File: src/rtl/dmem_arbiter.sv
// rtl/dmem_arbiter.sv - CPU/DBG data-memory arbiter with DBG starvation guard (optional stats: DMEM_ARB_STATS_EN)
module dmem_arbiter #(
    parameter int AW       = 8,
    parameter int DW       = 32,
    parameter int MAX_WAIT = 4
) (
    input  logic          clk,
    input  logic          rst_n,

    input  logic          cpu_req,
    input  logic          cpu_we,
    input  logic [AW-1:0] cpu_addr,
    input  logic [DW-1:0] cpu_wdata,
    output logic          cpu_stall,
    output logic [DW-1:0] cpu_rdata,
    output logic          cpu_rvalid,

    input  logic          dbg_req,
    input  logic          dbg_we,
    input  logic [AW-1:0] dbg_addr,
    input  logic [DW-1:0] dbg_wdata,
    output logic          dbg_gnt,
    output logic [DW-1:0] dbg_rdata,
    output logic          dbg_rvalid,

    output logic [AW-1:0] mem_addr,
    output logic          mem_write,
    output logic          mem_read,
    output logic [DW-1:0] mem_wdata,
    input  logic [DW-1:0] mem_rdata
`ifdef DMEM_ARB_STATS_EN
    ,
    output logic [15:0]   stall_cnt,
    output logic [15:0]   force_cnt
`endif
);

    localparam logic [3:0] MAX_W = 4'(MAX_WAIT);

    typedef enum logic [1:0] {
        OWN_NONE = 2'd0,
        OWN_CPU  = 2'd1,
        OWN_DBG  = 2'd2
    } owner_e;

    owner_e        owner_q, owner_d;
    owner_e        rd_owner;
    logic          rd_pend_q, rd_pend_d;
    logic [3:0]    wait_cnt_q, wait_cnt_d;
    logic [DW-1:0] cpu_rdata_q, cpu_rdata_d;
    logic [DW-1:0] dbg_rdata_q, dbg_rdata_d;
    logic          force_grant;
    logic          cpu_win;
    logic          dbg_win;

    // Grant decision: CPU first unless DBG has waited MAX_WAIT cycles; everything gated off in reset
    always_comb begin
        force_grant = (wait_cnt_q == MAX_W);
        dbg_win     = rst_n && dbg_req && (force_grant || !cpu_req);
        cpu_win     = rst_n && cpu_req && !dbg_win;
        dbg_gnt     = dbg_win;
        cpu_stall   = rst_n && cpu_req && !cpu_win;
        owner_d     = dbg_win ? OWN_DBG : (cpu_win ? OWN_CPU : OWN_NONE);
    end

    // Memory drive: mux the winner's request, all zero when nobody owns the cycle
    always_comb begin
        mem_addr  = '0;
        mem_wdata = '0;
        mem_write = 1'b0;
        mem_read  = 1'b0;
        if (dbg_win) begin
            mem_addr  = dbg_addr;
            mem_wdata = dbg_wdata;
            mem_write = dbg_we;
            mem_read  = !dbg_we;
        end else if (cpu_win) begin
            mem_addr  = cpu_addr;
            mem_wdata = cpu_wdata;
            mem_write = cpu_we;
            mem_read  = !cpu_we;
        end
    end

    // Starvation counter: counts denied DBG cycles, cleared on grant or when DBG drops its request
    always_comb begin
        wait_cnt_d = wait_cnt_q;
        if (!dbg_req || dbg_win) begin
            wait_cnt_d = 4'd0;
        end else if (wait_cnt_q < MAX_W) begin
            wait_cnt_d = wait_cnt_q + 4'd1;
        end
    end

    // Read return: the previous cycle's owner gets mem_rdata if that cycle was a read
    always_comb begin
        rd_pend_d   = mem_read;
        rd_owner    = rd_pend_q ? owner_q : OWN_NONE;
        cpu_rvalid  = rst_n && (rd_owner == OWN_CPU);
        dbg_rvalid  = rst_n && (rd_owner == OWN_DBG);
        cpu_rdata_d = cpu_rvalid ? mem_rdata : cpu_rdata_q;
        dbg_rdata_d = dbg_rvalid ? mem_rdata : dbg_rdata_q;
        cpu_rdata   = cpu_rdata_d;
        dbg_rdata   = dbg_rdata_d;
    end

    // Owner FSM, starvation counter and read-data hold registers
    always_ff @(posedge clk) begin
        if (!rst_n) begin
            owner_q     <= OWN_NONE;
            rd_pend_q   <= 1'b0;
            wait_cnt_q  <= 4'd0;
            cpu_rdata_q <= '0;
            dbg_rdata_q <= '0;
        end else begin
            owner_q     <= owner_d;
            rd_pend_q   <= rd_pend_d;
            wait_cnt_q  <= wait_cnt_d;
            cpu_rdata_q <= cpu_rdata_d;
            dbg_rdata_q <= dbg_rdata_d;
        end
    end

`ifdef DMEM_ARB_STATS_EN
    logic [15:0] stall_cnt_q, stall_cnt_d;
    logic [15:0] force_cnt_q, force_cnt_d;

    // Saturating counters of CPU stall cycles and forced DBG grants
    always_comb begin
        stall_cnt_d = stall_cnt_q;
        force_cnt_d = force_cnt_q;
        if (cpu_stall && (stall_cnt_q != 16'hFFFF)) begin
            stall_cnt_d = stall_cnt_q + 16'd1;
        end
        if (dbg_win && force_grant && (force_cnt_q != 16'hFFFF)) begin
            force_cnt_d = force_cnt_q + 16'd1;
        end
    end

    // Statistics registers
    always_ff @(posedge clk) begin
        if (!rst_n) begin
            stall_cnt_q <= 16'd0;
            force_cnt_q <= 16'd0;
        end else begin
            stall_cnt_q <= stall_cnt_d;
            force_cnt_q <= force_cnt_d;
        end
    end

    assign stall_cnt = stall_cnt_q;
    assign force_cnt = force_cnt_q;
`endif

endmodule

File: config.mk
export PLATFORM = sky130hd
export DESIGN_NAME = dmem_arbiter
export DESIGN_NICKNAME = d
export VERILOG_FILES = /design/src/rtl/dmem_arbiter.sv
export SDC_FILE = /design/constraint.sdc
export NUM_CORES = 1
export LEC_CHECK = 0
export CAP_MARGIN = 25
export CORE_MARGIN = 2
export CORE_UTILIZATION = 33
export CTS_CLUSTER_DIAMETER = 50
export DETAILED_ROUTE_END_ITERATION = 16
export PLACE_DENSITY = 0.79
export SYNTH_ARGS = -nofsm -noshare
export SYNTH_HDL_FRONTEND = slang
export SYNTH_SLANG_ARGS = --single-unit
File: constraint.sdc
create_clock -name clk -period 1.5 [get_ports clk]
set_clock_uncertainty 0.05 [all_clocks]
set_input_delay 0.15 -clock clk [delete_from_list [all_inputs] [get_ports clk]]
set_output_delay 0.15 -clock clk [all_outputs]
set_load 0.05 [all_outputs]
# [After elaboration in Yosys (flattened, before gate mapping)]
# Index checks and enable logic that the tools add are counted.
# W data, S select, Z words.
[word_totals] regBits=71 inputBits=118 output_inout_bits=110 wordCells=42
[classes] add_sub_neg=1 magnitude_cmp=1 n_eq_ne=3 muxes=13 bitwise=1 reduce_logical=17
[ops] op="$mux W32" count=4
[ops] op="$mux W8" count=2
[ops] op="$logic_and A1 B1 Y1" count=7
[ops] op="$logic_not A1 Y1" count=6
[ops] op="$mux W1" count=5
[ops] op="$add A4 B1 Y4 const B" count=1
[ops] op="$eq A4 B3 Y1 const B" count=1
[ops] op="$lt A4 B3 Y1 const B" count=1
[ops] op="$mux W2" count=2
[ops] op="$reduce_or A2 Y1" count=2
[ops] op="$eq A2 B1 Y1 const B" count=1
[ops] op="$eq A2 B2 Y1 const B" count=1
[ops] op="$logic_or A1 B1 Y1" count=2
[ops] op="$not A1 Y1" count=1

# [Logic depth before layout (Yosys ltp)]
# Gate-level depths: netlist (run 1).
[depth] ltp_word=7 ltp_mapped=6 ltp_nobuf=5

# [Least setup slack after synthesis (run 1)]
# No wires, ideal clock.
[synth_path] path_type="register to output" startpoint="reg wait_cnt_q[0]" endpoint="out mem_wdata[20]" arrival_ns=1.694 t_required_ns=1.300 slack_ns=-0.394 stages_incl_launch_ff=7 path_buffers=1 cell_sequence="dfxtp_1 > inv_1 > ha_1 > nand3b_1 > a21oi_4 > buf_4 > a22o_1"
[synth_between] elab_chain_len=7
[synth_lines] element="start: declaration" line="49" rtl="logic [3:0] wait_cnt_q, wait_cnt_d;"
[synth_lines] element="start signal: assignment" line="118" rtl="wait_cnt_q <= wait_cnt_d;"
[synth_lines] element="$eq A4 B3 Y1 *" line="58" rtl="force_grant = (wait_cnt_q == MAX_W);"
[synth_lines] element="$logic_or A1 B1 Y1 *" line="59" rtl="dbg_win = rst_n && dbg_req && (force_grant || !cpu_req);"
[synth_lines] element="$logic_and A1 B1 Y1 *" line="59"
[synth_lines] element="net dbg_gnt" line="22" rtl="output logic dbg_gnt,"
[synth_lines] element="$logic_not A1 Y1" line="60" rtl="cpu_win = rst_n && cpu_req && !dbg_win;"
[synth_lines] element="$logic_and A1 B1 Y1" line="60"
[synth_lines] element="$mux W32" line="77" rtl="end else if (cpu_win) begin"
[synth_lines] element="$mux W32 *" line="72" rtl="if (dbg_win) begin"
[synth_lines] element="end: declaration" line="29" rtl="output logic [DW-1:0] mem_wdata,"
# The timed path passes the listed nets; every way through them passes the cells marked *.

# [Final worst setup path (run 1)]
[layout_path] startpoint="reg wait_cnt_q[1]" endpoint="out mem_wdata[20]"
[layout_between] elab_chain_len=7
[layout_lines] element="$eq A4 B3 Y1 *" line="58"
[layout_lines] element="$logic_or A1 B1 Y1 *" line="59"
[layout_lines] element="$logic_and A1 B1 Y1 *" line="59"
[layout_lines] element="$logic_not A1 Y1" line="60"
[layout_lines] element="$logic_and A1 B1 Y1" line="60"
[layout_lines] element="$mux W32" line="77"
[layout_lines] element="$mux W32 *" line="72"
# Mark *: on every way between the ends. The rest lies on a longest branch, timed or not.

==> impl_metrics.ini, run 1 <==
[floorplan]
die_x_um = 106.8
die_h_um = 106.8
dieArea_um2 = 11410
core_area_um2 = 10280
initial_core_util = 0.3395
core.rowCount = 37
ioPinCount = 228

[synthesis]
yosysMostFrequentCell = dfxtp_1
ys_warn_count = 0
synth_fp_nets = 410
avgSynthCellArea_um2 = 12.03
ys_seq_elements = 71
syn_area_um2 = 3490
netlist_top_cells_area = dfxtp_1 (41%), mux2_4 (25%), and2_1 (12%), a22o_1 (11%), buf_6 (1.9%)
synth_largest_area_cell = dfxtp_1
synth_edf_count = 0
synth.distinct_cells = 21
yosys_most_used_dff = dfxtp_1
synthTopCellsByCount = dfxtp_1 (71), and2_1 (65), mux2_4 (58)
async_flop_share = 0
seq_area_frac_synth = 0.4073
netlist.area_leader.share = 0.4073
synthCells = 290

[power]
p_per_area_nw_per_um2 = 641.1
p_leak_nw = 3.849
power.total_mw = 5.240
ir_drop_mv = 0.4548

[global_routing]
grt_usage = 0.2420
grt_pass1_vias = 3778
grt_pass1_wl_mm = 20.87
antenna_found_initial = 0
grt_max_degree = 36
overflow = 0

[drt]
wl_met1_mm = 5.043
met3_length_mm = 1.161
routed_wl_mm = 15.13
wl_met2_mm = 8.475
postRouteAntennaNets = 0
firstDrtPassIters = 4
via_count = 3465
via_per_inst = 4.819
topRoutingLayerUsed = met4
drc = 0
drtIter0Drc = 136
wl_per_cell_um = 21.04

[timing]
rsz0062_at_grt = true
period_share = 1.379
drv_slew = 0
fin_tns_setup_ps = -52560
max_freq_mhz = 483.5
setup_viol = 153
min_period_ps = 2068
whs_ps = 239.0
final.setup.worst_slack_ps = -568.3
max_slew_margin = 0.7818
hold_viol = 0
max_slew.worst_pin.slew_ps = 327.3

[hold_path]
hold_end = cpu_rdata_q[0]
hold_path_depth = 3
hp-start = rst_n
hp-class = input pin to register

[place]
pre_cts_slack_ps = -258.2
globalplace.congestion = 0.7680
dp_hpwl_mm = 9.653
numPortBuffers = 227

[critical_path]
cp_cell_sequence = inv_2 > ha_4 > nand3b_1 > a21oi_4 > buf_4 > buf_12 > a22o_4 > buf_12
worstPathRequired_ps = 1300
path_max_fanout = 10
crit_path_max_incr_delay_ps = 320
worstSetupEndpointType = output port
cp.arrival_ps = 1870
crit_slowest_cell = dfxtp_2
cpMostUsedCell = buf_12
r2r-start = owner_q[0]
startpoint_type = register
reg2reg_slack_ps = -290
r2r-end = dbg_rdata_q[22]
worst_r2r_path_depth = 8
critPathKind = register to output port

[clocking]
cts_sinks = 71
clock_path_buffers = 2
clk_latency_ps = 350
cts_tree = done
cts-root-buf = clkbuf_8
clk_pin_slew_ps = 70
cts_max_level = 3
cts_buffers = 9

[layout]
fillers = 551
diodes = 0
syn2layout_area_growth_pct = 134.2
fin_util = 0.7953
fin_nets = 698
final_layout_size_suffix_gt1_frac = 0.6106

[outcome]
status = finished with violations
failed_checks = setup timing

[job]
maxCapViolCount = 0
## per-stage QoR
stage | cell area [um2] | instances
after detailed placement | 6800 | 656
after CTS | 7876 | 700
after global placement | 6800 | 656
after floorplan | 3890 | 290
final | 8174 | 719
after global routing | 8174 | 719
## metal layers
layer,vias up,track usage
met4,0,0.08163
met1,1672,0.2404
met3,29,0.08511
li1,1597,-
met2,167,0.4631
met5,-,0
## critical path: cells and delay by family (launching register included)
family,cells,cell delay (ps)
compound gates,2,410
fa+ha+maj,1,140
buf+inv,4,490
flops,1,320
simple gates,1,160
## placed cells by master (no fill, tap or decap), drive strengths merged
cell,synthesis,final
nor3,4,4
nand2,3,3
clkbuf,7,13
xnor2,1,1
nand4b,2,2
a41oi,1,1
nand3b,1,1
inv,7,8
mux2,64,64
a21oi,3,3
buf,14,180
dfxtp,71,71
clkdlybuf4s50,0,116
nor2,1,1
and2,65,65
bufinv,0,2
a22o,43,43
mux2i,1,1
ha,2,2
clkinv,0,2
## how the worst max path moves through the flow
| stage | from | end | slack [ps] | cells after the start |
|---|---|---|---|---|
| 2_1_floorplan | wait_cnt_q[1] | cpu_stall | -110 | 6 |
| 3_3_place_gp | cpu_req | mem_wdata[3] | -240 | 6 |
| 3_5_place_dp | dbg_req | mem_write | -260 | 6 |
| 4_1_cts | wait_cnt_q[1] | mem_wdata[4] | -590 | 7 |
| 5_1_grt | wait_cnt_q[1] | mem_addr[3] | -660 | 8 |
| 6_report | wait_cnt_q[1] | mem_wdata[20] | -570 | 8 |
## logic make-up (layout without fill, tap and decap cells)
family / after synthesis / count (layout) / synth area share
compound gates: 47 / 47 / 0.1201
fa+ha+maj: 2 / 2 / 0.007170
flops: 71 / 71 / 0.4073
mux: 65 / 65 / 0.2718
buf+inv: 28 / 321 / 0.04876
xor+xnor: 1 / 1 / 0.002510
simple gates: 76 / 76 / 0.1423
## area by class of cell
cell class,count,area (um2),share of cell area
clock buffers,11,151.4,0.01852
multi-input cells,191,2400,0.2936
well taps,136,170.2,0.02082
clock inverters,5,78.83,0.009643
flip-flops and latches,71,1430,0.1750
inverters,7,31.28,0.003827
repair buffers,298,3913,0.4786
## sequential cells by signal, summed over array words and instances, names as in the netlist
signal       count
rd_pend_q        1
dbg_rdata_q     32
owner_q          2
wait_cnt_q       4
cpu_rdata_q     32
## timing repair
item | CTS | global route
hold buffers | 0 | 0
pin swaps | 6 | 2
setup endpoints to repair | 111 | 166
buffers inserted | 18 | 23
resized for setup | 118 | 62
gates cloned | 10 | 3
## power breakdown
group / internal [mW] / switching [mW]
registers: 1.90 / 0.00946
logic: 0.858 / 0.695
clock network: 1.03 / 0.748
Note: power is estimated with default switching activity, not from simulation.
==> run 2, diff against run 1 <==
--- a/config.mk
+++ b/config.mk
@@ -7,10 +7,10 @@
 export LEC_CHECK = 0
 export CAP_MARGIN = 25
 export CORE_MARGIN = 2
-export CORE_UTILIZATION = 33
+export CORE_UTILIZATION = 27
 export CTS_CLUSTER_DIAMETER = 50
 export DETAILED_ROUTE_END_ITERATION = 16
-export PLACE_DENSITY = 0.79
+export PLACE_DENSITY = 0.67
 export SYNTH_ARGS = -nofsm -noshare
 export SYNTH_HDL_FRONTEND = slang
 export SYNTH_SLANG_ARGS = --single-unit
==> run 2 against run 1 <==
Net effect: the run still ends with setup timing left; worst hold slack better by 89 ps; die area up 21%; non-clock buffer count down 19; first-iteration DRC count down 21%; routed wire length down 14%; sequential power about the same; critical path depth unchanged; largest power group is now clock; highest routed layer unchanged.
==> impl_metrics.ini, run 2 (same netlist as run 1, synthesis figures left out) <==
[outcome]
status = finished with violations
failed_checks = setup timing

[layout]
fin_nets = 679
fin_area_um2 = 8004
syn2layout_area_growth_pct = 129.4
fillers = 953
diodes = 0
fin_util = 0.6342
final_layout_size_suffix_gt1_frac = 0.5904
largestRegisters = cpu_rdata_q x32, dbg_rdata_q x32, wait_cnt_q x4
final_common_cell = clkdlybuf4s50_1
multi_input_area_um2 = 2382
regArea_um2 = 1428
fin_cells = 736
layout_common_cells = clkdlybuf4s50_1 (116), buf_6 (69), dfxtp_1 (66), mux2_4 (60), buf_12 (58)

[clocking]
hold_buffers = 0
clk_pin_slew_ps = 60
clk_latency_ps = 320
cts_max_level = 3
clock_path_buffers = 2
cts_tree = done
cts-root-buf = clkbuf_16
cts_buffers = 9
cts_sinks = 71

[drt]
via_count = 3309
wl_per_cell_um = 17.76
routed_wl_mm = 13.07
firstDrtPassIters = 4
drc = 0
via_per_inst = 4.496
drtIter0Drc = 107
postRouteAntennaNets = 0

[critical_path]
cp_cell_sequence = inv_2 > ha_4 > nand3b_1 > a21oi_4 > buf_12 > clkbuf_16 > a22o_4 > buf_12
crit_path_max_incr_delay_ps = 330
cpMostUsedCell = buf_12
crit_slowest_cell = dfxtp_2
worstPathRequired_ps = 1300
cp.arrival_ps = 1820
worstSetupEndpointType = output port
critPathKind = register to output port
path_max_fanout = 7
startpoint_type = register

[timing]
max_slew_margin = 0.7982
rsz0062_at_grt = true
min_period_ps = 2018
setup_viol = 135
drv_slew = 0
max_slew.worst_pin.slew_ps = 302.7
final.setup.worst_slack_ps = -518.0
hold_viol = 0
period_share = 1.345
max_freq_mhz = 495.5

[global_routing]
grt_usage = 0.1854
grt_pass1_vias = 3746
antenna_found_initial = 0
grt_max_degree = 33
overflow = 0
grt_pass1_wl_mm = 20.16

[power]
p_per_area_nw_per_um2 = 714.0
p_leak_nw = 3.734
ir_drop_mv = 0.5389

[place]
globalplace.congestion = 0.7324
numPortBuffers = 227
dp_hpwl_mm = 9.494
dp.cells = 691
place_area_um2 = 6775

[floorplan]
ioPinCount = 228
core_area_um2 = 12620
initial_core_util = 0.2765
die_h_um = 117.7
core.rowCount = 41
dieArea_um2 = 13850
die_x_um = 117.7

[job]
maxCapViolCount = 0

[hold_path]
hp-class = input pin to register
run 2: cell count changes in the layout (fill, tap and decap cells not counted), sizes merged:
| cell | before | now |
|---|---|---|
| clkbuf | 13 | 12 |
| inv | 8 | 7 |
| clkinvlp | 0 | 1 |
| buf | 180 | 160 |
| clkinv | 2 | 4 |
run 2: worst paths after layout:
path	startpoint	end	slack (ps)	cells past startpoint
max	wait_cnt_q[1]	mem_addr[4]	-520	8
max reg2reg	owner_q[1]	dbg_rdata_q[11]	-80	7
min	rst_n	wait_cnt_q[0]	330	4
min reg2reg	cpu_rdata_q[4]	cpu_rdata_q[4]	540	2
run 2: area by class of cell:
class	instances	area share
timing repair buffer	279	0.4529
multi-input combinational	191	0.2976
sequential	71	0.1784
clock buffer	9	0.02814
tap	172	0.02689
clock inverter	7	0.01188
inverter	7	0.004221
run 2: power by group:
part	total [mW]	leakage (nW)	internal, mW	switching (mW)
Sequential	1.91	0.575	1.91	0.00875
Clock	2.27	0.156	1.46	0.811
Combinational	1.53	3.00	0.854	0.678
Total	5.71	3.73	4.22	1.50
run 2: repair_timing:
item / CTS / global route
endpoints found under the setup margin: 132 / 164
cloned: 8 / 4
setup buffers: 16 / 2
pin swaps: 3 / 7
gates resized for setup: 111 / 29
run 2: layer usage:
layer / track usage / share of wire / up-vias
li1: - / - / 1569
met1: 0.1964 / 0.37 / 1578
met2: 0.3368 / 0.52 / 145
met3: 0.06928 / 0.079 / 17
met4: 0.06250 / 0.025 / 0
met5: 0 / 0 / -
run 2: per-stage QoR:
stage               TNS [ps]  worst slack [ps]  hold WS, ps  power (mW)
floorplan              -3314            -106.8        191.9       2.582
global placement      -11070            -264.9        510.4       3.347
detailed placement    -11450            -267.2        515.4       3.360
CTS                   -48920            -571.4        322.5       5.734
global route          -56390            -602.7        348.8       5.915
finish                -46130            -518.0        327.9       5.715
run 2: worst max-delay path: cells and delay by family (launching register included):
family / cells / cell delay (ps)
AOI/OAI and AO/OA: 2 / 340
adders and majority gates: 1 / 150
buffers and inverters: 4 / 490
and+or+nand+nor: 1 / 160
DFF: 1 / 330
